$ cat src/rtl/path_tracer.sv
// -----------------------------------------------------------------------------
// path_tracer
//
// Walks the predecessor pointers produced by the visited store, starting at a
// destination node and ending at the source node. The resulting path is
// streamed one node index per beat over a valid/ready handshake.
//
// Optional feature macro: PATH_TRACER_FORWARD_ORDER_EN
//   undefined : beats run destination -> source, as the pointers are followed.
//   defined   : the chain is first pushed into a LIFO (FILL state), then
//               popped so beats run source -> destination.
//
// Parameters
//   MAX_NODES   : depth of the predecessor vector and longest possible path
//   INDEX_WIDTH : width of a node index
//
// Ports
//   clock                 : system clock, rising edge
//   reset                 : asynchronous, active-low reset
//   start                 : one-cycle trace request, sampled only when idle
//   number_of_nodes       : count of valid nodes, latched on start
//   source                : node the trace ends at, latched on start
//   destination           : node the trace begins at, latched on start
//   prev_vector_flattened : entry j at [INDEX_WIDTH*j +: INDEX_WIDTH];
//                           must stay stable while busy
//   path_node             : node index of the presented beat
//   path_valid            : path_node / path_last are valid
//   path_ready            : consumer accepts the beat
//   path_last             : presented beat is the final one of this trace
//   busy                  : trace in progress (any state but IDLE)
//   done                  : one-cycle pulse at the end of a trace
//   error                 : trace failed; held until the next accepted start
//   path_length           : beats transferred; valid from done to next start
// -----------------------------------------------------------------------------
`ifndef DEFAULT_MAX_NODES
`define DEFAULT_MAX_NODES 8
`endif
`ifndef DEFAULT_INDEX_WIDTH
`define DEFAULT_INDEX_WIDTH 4
`endif

module path_tracer #(
  parameter int MAX_NODES   = `DEFAULT_MAX_NODES,
  parameter int INDEX_WIDTH = `DEFAULT_INDEX_WIDTH
) (
  input  logic                           clock,
  input  logic                           reset,
  input  logic                           start,
  input  logic [INDEX_WIDTH-1:0]         number_of_nodes,
  input  logic [INDEX_WIDTH-1:0]         source,
  input  logic [INDEX_WIDTH-1:0]         destination,
  input  logic [INDEX_WIDTH*MAX_NODES-1:0] prev_vector_flattened,
  output logic [INDEX_WIDTH-1:0]         path_node,
  output logic                           path_valid,
  input  logic                           path_ready,
  output logic                           path_last,
  output logic                           busy,
  output logic                           done,
  output logic                           error,
  output logic [INDEX_WIDTH-1:0]         path_length
);

  typedef enum logic [1:0] {
    IDLE = 2'd0,
    WALK = 2'd1,
    DONE = 2'd2,
    FILL = 2'd3
  } state_t;

  state_t                 state;
  logic [INDEX_WIDTH-1:0] cur;
  logic [INDEX_WIDTH-1:0] n_q;
  logic [INDEX_WIDTH-1:0] src_q;

  logic [INDEX_WIDTH-1:0] prev_cur;
  logic                   at_source;
  logic                   unreachable;
  logic [INDEX_WIDTH:0]   next_count;
  logic                   count_limit;
  logic                   terminate;
  logic                   start_bad;

`ifdef PATH_TRACER_FORWARD_ORDER_EN
  localparam int ADDR_WIDTH = (MAX_NODES > 1) ? $clog2(MAX_NODES) : 1;

  logic [INDEX_WIDTH-1:0] lifo [MAX_NODES];
  logic [INDEX_WIDTH-1:0] fill_count;
  logic [INDEX_WIDTH-1:0] rd_ptr;
  logic [INDEX_WIDTH-1:0] rd_next;
`endif

  // Predecessor lookup by comparison rather than array indexing, so an index
  // wider than the vector depth selects nothing. An out-of-range index reads
  // as all ones, which is always ">= number_of_nodes" and so "unreachable".
  function automatic logic [INDEX_WIDTH-1:0] prev_of(input logic [INDEX_WIDTH-1:0] idx);
    logic [INDEX_WIDTH-1:0] result;
    result = '1;
    for (int j = 0; j < MAX_NODES; j++) begin
      if (idx == INDEX_WIDTH'(j)) begin
        result = prev_vector_flattened[INDEX_WIDTH*j +: INDEX_WIDTH];
      end
    end
    return result;
  endfunction

  assign start_bad = (source >= number_of_nodes) || (destination >= number_of_nodes);

  // Termination decision for the node held in cur. The beat count includes
  // the node being considered, hence the +1 on the count so far.
  // NOTE: every signal driven here gets a value on every pass through the
  // block; a path that leaves one unassigned would infer a latch.
  always_comb begin
    prev_cur    = prev_of(cur);
    at_source   = (cur == src_q);
    unreachable = (prev_cur >= n_q);
`ifdef PATH_TRACER_FORWARD_ORDER_EN
    next_count  = {1'b0, fill_count} + 1'b1;
`else
    next_count  = {1'b0, path_length} + 1'b1;
`endif
    count_limit = (next_count == {1'b0, n_q});
    terminate   = at_source | unreachable | count_limit;
  end

`ifdef PATH_TRACER_FORWARD_ORDER_EN
  assign rd_next   = rd_ptr - 1'b1;
  assign path_last = path_valid & (rd_ptr == '0);

  // NOTE: the LIFO has no reset. Every entry read in WALK was written earlier
  // in the same trace's FILL, so stale contents are never observed.
  always_ff @(posedge clock) begin
    if (state == FILL) begin
      lifo[fill_count[ADDR_WIDTH-1:0]] <= cur;
    end
  end
`else
  assign path_last = path_valid & terminate;
`endif

  // NOTE: state registers use non-blocking assignments so every branch below
  // reads the values from before this clock edge.
  always_ff @(posedge clock or negedge reset) begin
    if (!reset) begin
      state       <= IDLE;
      cur         <= '0;
      n_q         <= '0;
      src_q       <= '0;
      path_node   <= '0;
      path_valid  <= 1'b0;
      busy        <= 1'b0;
      done        <= 1'b0;
      error       <= 1'b0;
      path_length <= '0;
`ifdef PATH_TRACER_FORWARD_ORDER_EN
      fill_count  <= '0;
      rd_ptr      <= '0;
`endif
    end else begin
      done <= 1'b0;
      case (state)
        IDLE: begin
          if (start) begin
            n_q         <= number_of_nodes;
            src_q       <= source;
            cur         <= destination;
            path_length <= '0;
            error       <= 1'b0;
            busy        <= 1'b1;
            if (start_bad) begin
              // Indices outside the graph: finish without touching the vector.
              state <= DONE;
              error <= 1'b1;
              done  <= 1'b1;
            end else begin
`ifdef PATH_TRACER_FORWARD_ORDER_EN
              state      <= FILL;
              fill_count <= '0;
`else
              state      <= WALK;
              path_valid <= 1'b1;
              path_node  <= destination;
`endif
            end
          end
        end

`ifdef PATH_TRACER_FORWARD_ORDER_EN
        FILL: begin
          // cur is pushed this cycle by the LIFO write port.
          fill_count <= next_count[INDEX_WIDTH-1:0];
          if (terminate) begin
            if (!at_source) begin
              state <= DONE;
              error <= 1'b1;
              done  <= 1'b1;
            end else begin
              // The source is on top of the LIFO and goes out first.
              state      <= WALK;
              path_valid <= 1'b1;
              path_node  <= cur;
              rd_ptr     <= fill_count;
            end
          end else begin
            cur <= prev_cur;
          end
        end

        WALK: begin
          if (path_valid && path_ready) begin
            path_length <= path_length + 1'b1;
            if (rd_ptr == '0) begin
              state      <= DONE;
              path_valid <= 1'b0;
              done       <= 1'b1;
            end else begin
              rd_ptr    <= rd_next;
              path_node <= lifo[rd_next[ADDR_WIDTH-1:0]];
            end
          end
        end
`else
        WALK: begin
          if (path_valid && path_ready) begin
            path_length <= next_count[INDEX_WIDTH-1:0];
            if (terminate) begin
              state      <= DONE;
              path_valid <= 1'b0;
              done       <= 1'b1;
              error      <= !at_source;
            end else begin
              cur       <= prev_cur;
              path_node <= prev_cur;
            end
          end
        end
`endif

        DONE: begin
          state <= IDLE;
          busy  <= 1'b0;
        end

        default: begin
          state      <= IDLE;
          path_valid <= 1'b0;
          busy       <= 1'b0;
        end
      endcase
    end
  end

endmodule

$ cat config.mk
export PLATFORM = sky130hd
export DESIGN_NAME = path_tracer
export DESIGN_NICKNAME = d
export VERILOG_FILES = /design/src/rtl/path_tracer.sv
export SDC_FILE = /design/constraint.sdc
export NUM_CORES = 1
export LEC_CHECK = 0
export BUFFER_PORTS_ARGS = -buffer_cell sky130_fd_sc_hd__buf_2
export CAP_MARGIN = 20
export CORE_MARGIN = 5
export CORE_UTILIZATION = 55
export DETAILED_ROUTE_END_ITERATION = 7
export GPL_TIMING_DRIVEN = 0
export PLACE_DENSITY = 0.86
export SLEW_MARGIN = 10
export SYNTH_ARGS = -nofsm -noshare
export SYNTH_HDL_FRONTEND = slang
export SYNTH_SLANG_ARGS = --single-unit
$ cat constraint.sdc
create_clock -name clock -period 9.3 [get_ports clock]
set_clock_uncertainty 0.2 [all_clocks]
set_input_delay 1.395 -clock clock [delete_from_list [all_inputs] [get_ports clock]]
set_output_delay 1.395 -clock clock [all_outputs]
set_load 0.01 [all_outputs]
### Word-level counts from Yosys, hierarchy flattened

Cells that the tools add are included.

| word-level totals | value |
|---|---|
| bits in registers | 26 |
| input bits | 48 |
| output and inout port bits | 13 |
| logic and storage cells | 88 |

| cells by class | value |
|---|---|
| add/sub/neg operators | 1 |
| $lt $le $gt $ge | 3 |
| equal/unequal tests | 16 |
| multiplexer cells | 39 |
| bitwise logic cells | 5 |
| reductions and logical operators | 14 |

Operators with widths:

| cell | number |
|---|---|
| two-way mux 4 bit | 15 |
| one-hot mux 4 bit (2 select lines) | 3 |
| == test 4 x 3 -> 1 bit, second input constant | 4 |
| >= comparator 4 bit | 3 |
| two-way mux 1 bit | 12 |
| != test 2 bit, second input constant | 5 |
| AND reduction 5 bit | 2 |
| == test 4 x 2 -> 1 bit, second input constant | 2 |
| two-way mux 2 bit | 4 |
| AND reduction 4 bit | 2 |
| one-hot mux 1 bit (2 select lines) | 3 |
| AND reduction 3 bit | 2 |
| adder 4 x 1 -> 5 bit, second input constant | 1 |
| == test 5 x 4 -> 1 bit | 1 |
| == test 4 x 1 -> 1 bit, second input constant | 1 |
| == test 4 bit | 1 |
| zero test 4 bit | 1 |
| one-hot mux 2 bit (2 select lines) | 1 |
| AND reduction 2 bit | 2 |
| one-hot mux 1 bit (3 select lines) | 1 |
| == test 2 x 1 -> 1 bit, second input constant | 1 |
| == test 2 bit, second input constant | 1 |
| zero test 2 bit | 1 |
| inverter 1 bit | 2 |
| 6 further kinds | 7 |

### Logic depth before layout (Yosys ltp)

Gate-level depths: netlist of the first run.

| logic depth | value |
|---|---|
| word-level depth | 15 |
| gate-level depth with buffers | 13 |
| gate-level depth less buffers | 10 |

### Worst setup path before layout of the first run

No wires, ideal clock.

| timing path | value |
|---|---|
| path kind | input to output |
| start | in prev_vector_flattened[4] |
| end | out path_last |
| arrival | 3,459 ps |
| slack | 4,246 ps |
| stages on the path | 10 |
| path buffers | 1 |
| cell sequence | mux4_1 -> nand2b_1 -> o21ai_0 -> ha_1 -> nand2b_1 -> a211o_1 -> a211oi_1 -> and2_1 -> clkbuf_2 -> nor2_1 |

| between the ends | value |
|---|---|
| longest elaborated chain between the ends | 11 |

RTL lines:

| item | line | text |
|---|---|---|
| start: declaration | 52 | `input logic [INDEX_WIDTH*MAX_NODES-1:0] prev_vector_flattened,` |
| two-way mux 4 bit (7 in series) | 99 | `if (idx == INDEX_WIDTH'(j)) begin` |
| >= comparator 4 bit | 115 | `unreachable = (prev_cur >= n_q);` |
| bitwise OR 1 bit (2 in series) | 122 | `terminate = at_source \| unreachable \| count_limit;` |
| AND 1 bit | 137 | `assign path_last = path_valid & terminate;` |
| end: declaration | 56 | `output logic path_last,` |

Every way passes these cells.

### Worst setup path after layout of the first run

| timing path | value |
|---|---|
| start | in prev_vector_flattened[24] |
| end | out path_last |

| between the ends | value |
|---|---|
| longest elaborated chain between the ends | 6 |

RTL lines:

| item | line |
|---|---|
| two-way mux 4 bit (2 in series) | 99 |
| >= comparator 4 bit | 115 |
| bitwise OR 1 bit (2 in series) | 122 |
| AND 1 bit | 137 |

Every way passes these cells.

==> impl_metrics.json, run 1 <==
{
  "outcome": "finished clean",
  "dp_slack_ns": 3.70,
  "root_buffer": "clkbuf_4",
  "fin_setup_tns_ns": 0,
  "slew_headroom_pct": 47.3,
  "hold-path-endpoint": "path_node[1]",
  "io_pins": 61,
  "peakVddDrop_v": 0.000153,
  "cp.required_ns": 7.71,
  "seq_area_frac_synth_pct": 35.0,
  "finalHoldViolCount": 0,
  "cts_sinks": 26,
  "top_layer": "met4",
  "final_common_cell": "buf_2",
  "dr_total_vias": 1612,
  "ff2ff_setup_slack_ns": 5.46,
  "antenna_left": 0,
  "fp.dieArea_sq_um": 4640,
  "htreeDepth": 1,
  "setup.worst_path.end_class": "output port",
  "wl_met1_um": 1910,
  "finalWorstSetupSlack_ns": 3.70,
  "yosysWarnings": 0,
  "die_h_um": 68.1,
  "reg2regPathDepth": 12,
  "clk_latency_ns": 0.33,
  "netlist.top_cell.by_area": "dfrtp_1",
  "worstMarginPinSlew_ns": 0.789,
  "row_count": 21,
  "antenna_found_initial": 0,
  "wl_met2_um": 2090,
  "cts.clk_slew.worst_paths_ns": 0.14,
  "setup_viol": 0,
  "synth_cells": 193,
  "synth_top_area_share_pct": 35.0,
  "wl_um": 4340,
  "postSynthAreaPerCell_sq_um": 9.62,
  "routed-wl-met3_um": 274,
  "grt_overflow": 0,
  "firstDrtPassIters": 4,
  "slowest_delay_ns": 0.46,
  "reg2reg_to": "path_node[0]",
  "synth.cell_area_sq_um": 1860,
  "cts_hold_buf": 0,
  "die_w_um": 68.1,
  "grt_pass1_vias": 1522,
  "final_cell_mix": "buf_2, dfrtp_1, nand2_1, nor2_1, o21ai_0",
  "cts_tree": "yes",
  "numCtsBuffers": 3,
  "grt_pass1_wl_um": 6760,
  "post_cts_buffers": 0,
  "antenna_cells": 0,
  "crit_chain": "buf_2 -> mux4_2 -> o21ai_0 -> ha_1 -> nand2b_1 -> a211o_1 -> a211oi_1 -> and2_1 -> clkbuf_2 -> nor2_1 -> buf_2",
  "gr-usage-all-layers_pct": 19.5,
  "io_buffers": 60,
  "wl_per_cell_um": 14.3,
  "drv_slew": 0,
  "cp_top_family": "compound AO/OA/AOI/OAI gates",
  "rr_startpoint": "cur[1]",
  "fin_crit_ns": 5.60,
  "ys_seq_elements": 26,
  "dp_hpwl_um": 3550,
  "hp-start": "path_node[1]",
  "area_growth_pct": 22.1,
  "rsz0062_at_grt": "no",
  "nNetsFinal": 319,
  "cap_viol_max_count": 0,
  "start_util_pct": 56.1,
  "gp_congestion": 0.829,
  "crit_type": "input pin to output port",
  "place_inst": 299,
  "critPathSlowestCell": "mux4_2",
  "drt_iter0_drc": 87,
  "cp_common_cell": "buf_2",
  "max_freq_mhz": 179,
  "power.density_nw_per_um2": 305,
  "cts_resized": 0,
  "avgViaCountPerCell": 5.32,
  "synth_area_leaders": "dfrtp_1, ha_1, mux2_2, nand2_1, o21ai_0",
  "drive_gt1_share_pct": 33.1,
  "route.detailed.drc": 0,
  "cts_buffer_depth": 2,
  "crit_path_start_kind": "input pin",
  "grt_max_degree": 27,
  "leakage_nw": 1.12,
  "worst-path-buf-inv": 3,
  "holdPathStages": 1,
  "coreArea_sq_um": 3310,
  "syn-num-nets": 254,
  "fin_crit_sh_pct": 60.2,
  "synth.distinct_cells": 43,
  "layout.cells.non_filler": 303,
  "hp-class": "register to register",
  "arrival_ns": 4.00,
  "path_max_fanout": 8
}
## area by class of cell
class / instances / area [sq um]
multi-input combinational: 148 / 1120
fill: 273 / 1040
sequential: 26 / 651
timing repair buffer: 60 / 300
tap: 46 / 57.6
buffer: 9 / 51.3
inverter: 10 / 37.5
clock inverter: 1 / 30.0
clock buffer: 3 / 22.5
## routing by layer
metal	global-route usage (%)	vias up
met1	25.4	737
met2	33.5	52
met3	2.63	5
met5	0	-
li1	-	818
met4	5.96	0
## state kept, by name (all words and copies together) (netlist names)
register and count:
busy 1, path_length 4, state 2, n_q 4, error 1, done 1
src_q 4, path_valid 1, path_node 4, cur 4
## power breakdown
group	leakage [nW]	switching, mW	total, mW	internal (mW)
combinational	0.782	0.214	0.408	0.194
sequential	0.315	0.0410	0.204	0.163
clock	0.0279	0.0352	0.0788	0.0436
total	1.12	0.290	0.691	0.401
## worst max path at each step
| stage | from | endpoint | slack (ns) | cells after the start |
|---|---|---|---|---|
| 2_1_floorplan | prev_vector_flattened[4] | path_last | 4.25 | 10 |
| 3_3_place_gp | prev_vector_flattened[24] | path_last | 3.77 | 11 |
| 3_5_place_dp | prev_vector_flattened[24] | path_last | 3.70 | 11 |
| 4_1_cts | prev_vector_flattened[24] | path_last | 3.69 | 11 |
| 5_1_grt | prev_vector_flattened[24] | path_last | 3.47 | 11 |
| 6_report | prev_vector_flattened[24] | path_last | 3.70 | 11 |
## synth_stat cells
cell type and number:
a2bb2oi_1 1, o22a_1 3, nand3_1 3, nor4_1 1, nor2_1 14, a22o_1 1, nand3b_1 1, mux4_2 2
a21oi_1 9, xor2_1 6, mux2_2 9, dfrtp_1 26, o21a_1 2, buf_2 4, buf_6 1, or3b_1 1
inv_1 10, a211o_1 2, o2111ai_1 1, nand2_1 22, a22oi_1 2, buf_4 1, a31oi_1 2, xnor2_1 4
mux2_4 1, ha_1 13, a32oi_1 1, clkbuf_1 2, o21ai_0 14, a22oi_4 1, o31ai_1 1, and3_1 1
o22ai_1 3, nand4bb_1 2, mux4_1 2, a211oi_1 4, and2_1 2, clkbuf_2 1, nor2b_1 5, a2111oi_2 1
nand2b_1 7, nor3_1 1, mux2i_1 3
## per-stage QoR
step                utilization, %  instance area (sq um)  hold slack, ns  power, mW
finish                        68.5                   2270           0.324      0.691
global route                  68.5                   2270           0.352      0.754
CTS                           68.5                   2270           0.326      0.694
detailed placement            66.9                   2210           0.287      0.613
global placement              66.9                   2210           0.279      0.599
floorplan                        -                   1860           0.265      0.506
## cells by family after synthesis
kind of cell / count (synthesis) / share of synthesized area [%]
AND/OR/NAND/NOR: 60 / 15.8
AO/OA/AOI/OAI: 48 / 17.7
flip-flops: 26 / 35.0
buffers and inverters: 19 / 4.78
multiplexers: 17 / 13.1
adder cells (fa/ha/maj): 13 / 8.76
XOR/XNOR: 10 / 4.72
Note: power is estimated with default switching activity, not from simulation.
==> run 2, diff against run 1 <==
- CORE_UTILIZATION: 55 -> 51
- PLACE_DENSITY: 0.86 -> 0.8
- clock period: 9.3 -> 5.4 ns (I/O delays scaled with it)
==> run 2 against run 1 <==
Against the previous run:
- worst setup slack got worse by 2.8 ns
- combinational power rose by 71%
- clock-buffer cell count rose by 1
- largest cell class unchanged
==> impl_metrics.json, run 2 (same netlist as run 1, synthesis figures left out) <==
{
  "outcome": "finished clean",
  "root_buffer": "clkbuf_8",
  "antenna_found_initial": 0,
  "drt_iter0_drc": 68,
  "finalWorstSetupSlack_ns": 0.900,
  "grt_overflow": 0,
  "hp-class": "register to register",
  "setup.worst_path.end_class": "output port",
  "firstDrtPassIters": 4,
  "dp_slack_ns": 1.03,
  "dp_hpwl_um": 3380,
  "path_max_fanout": 10,
  "max_freq_mhz": 222,
  "drive_gt1_share_pct": 33.1,
  "fin_util_pct": 63.0,
  "reg2regPathDepth": 12,
  "slew_headroom_pct": 48.2,
  "nNetsFinal": 319,
  "hold-path-endpoint": "src_q[3]",
  "hp-start": "src_q[3]",
  "final_cell_mix": "buf_2, dfrtp_1, nand2_1, nor2_1, o21ai_0",
  "cap_viol_max_count": 0,
  "crit_type": "register to output port",
  "peakVddDrop_v": 0.000210,
  "final_common_cell": "buf_2",
  "cts_sinks": 26,
  "fin_crit_sh_pct": 83.3,
  "antenna_left": 0,
  "wl_per_cell_um": 13.7,
  "fin_crit_ns": 4.50,
  "io_buffers": 60,
  "antenna_cells": 0,
  "rr_startpoint": "cur[0]",
  "total_power_mw": 1.17,
  "io_pins": 61,
  "dr_total_vias": 1591,
  "arrival_ns": 3.49,
  "gp_congestion": 0.883,
  "ff2ff_setup_slack_ns": 1.62,
  "cts.clk_slew.worst_paths_ns": 0.09,
  "route.detailed.drc": 0,
  "numCtsBuffers": 3,
  "gr-usage-all-layers_pct": 17.8,
  "grt_pass1_vias": 1579,
  "leakage_nw": 1.13,
  "fp.dieArea_sq_um": 4950,
  "worstMarginPinSlew_ns": 0.775,
  "cts_tree": "yes",
  "finalHoldViolCount": 0,
  "avgViaCountPerCell": 5.22,
  "setup_viol": 0,
  "power.density_nw_per_um2": 516,
  "drv_slew": 0,
  "cts_resized": 0,
  "cp.required_ns": 4.39,
  "htreeDepth": 1,
  "row_count": 22,
  "start_util_pct": 51.5,
  "grt_max_degree": 27,
  "holdPathStages": 2,
  "crit_path_start_kind": "register",
  "fin_setup_tns_ns": 0,
  "area_growth_pct": 22.4,
  "wl_um": 4190,
  "reg2reg_to": "path_node[1]",
  "clk_latency_ns": 0.27,
  "cts_buffer_depth": 2,
  "rsz0062_at_grt": "no",
  "post_cts_buffers": 0,
  "cts_hold_buf": 0,
  "die_w_um": 70.3,
  "coreArea_sq_um": 3610,
  "die_h_um": 70.3,
  "grt_pass1_wl_um": 7290
}
[run 2: changes by cell type in the layout (fill, tap and decap cells not counted), sizes merged]
cell	change
bufinv	-1
clkbuf	+1
[run 2: layout make-up]
| type | instances | area [sq um] |
|---|---|---|
| flip-flops and latches | 26 | 651 |
| fillers | 303 | 1330 |
| inverters | 10 | 37.5 |
| clock buffers | 4 | 55.1 |
| well taps | 48 | 60.1 |
| multi-input cells | 148 | 1120 |
| plain buffers | 9 | 51.3 |
| repair buffers | 60 | 300 |
[run 2: worst max-delay path by stage]
| stage | depth (start not counted) | slack (ns) | end | from |
|---|---|---|---|---|
| detailed placement | 11 | 1.03 | path_last | prev_vector_flattened[28] |
| finish | 12 | 0.90 | path_last | cur[0] |
| CTS | 12 | 0.88 | path_last | cur[0] |
| global route | 12 | 0.68 | path_last | cur[0] |
| floorplan | 10 | 1.52 | path_last | prev_vector_flattened[4] |
| global placement | 11 | 1.05 | path_last | prev_vector_flattened[28] |
[run 2: where the power goes]
group	internal (mW)	switching (mW)	leakage [nW]
Combinational	0.332	0.365	0.782
Clock	0.0651	0.0583	0.0288
Sequential	0.282	0.0691	0.315
Total	0.680	0.492	1.13
[run 2: critical path: stages, from the launching register on]
cell and delay, ns:
dfrtp_1 0.35, buf_6 0.13, buf_2 0.22, mux4_2 0.53, o21ai_0 0.41, ha_1 0.32, nand2b_1 0.14, a211o_1 0.29
a211oi_1 0.27, and2_1 0.17, clkbuf_2 0.20, nor2_1 0.06, buf_2 0.13
[run 2: layer usage]
metal,vias up,part of all wire (%),GRT usage [%]
met4,0,0.88,3.83
met1,727,46,23.9
met3,5,5.5,2.59
met5,-,0,0
met2,37,47,30.1
li1,822,-,-
[run 2: through the flow]
stage | cells | hold WS [ns] | cell area (sq um)
2_1_floorplan | 193 | 0.265 | 1860
5_1_grt | 305 | 0.330 | 2270
4_1_cts | 305 | 0.305 | 2270
3_3_place_gp | 301 | 0.283 | 2220
3_5_place_dp | 301 | 0.283 | 2220
6_report | 305 | 0.304 | 2270
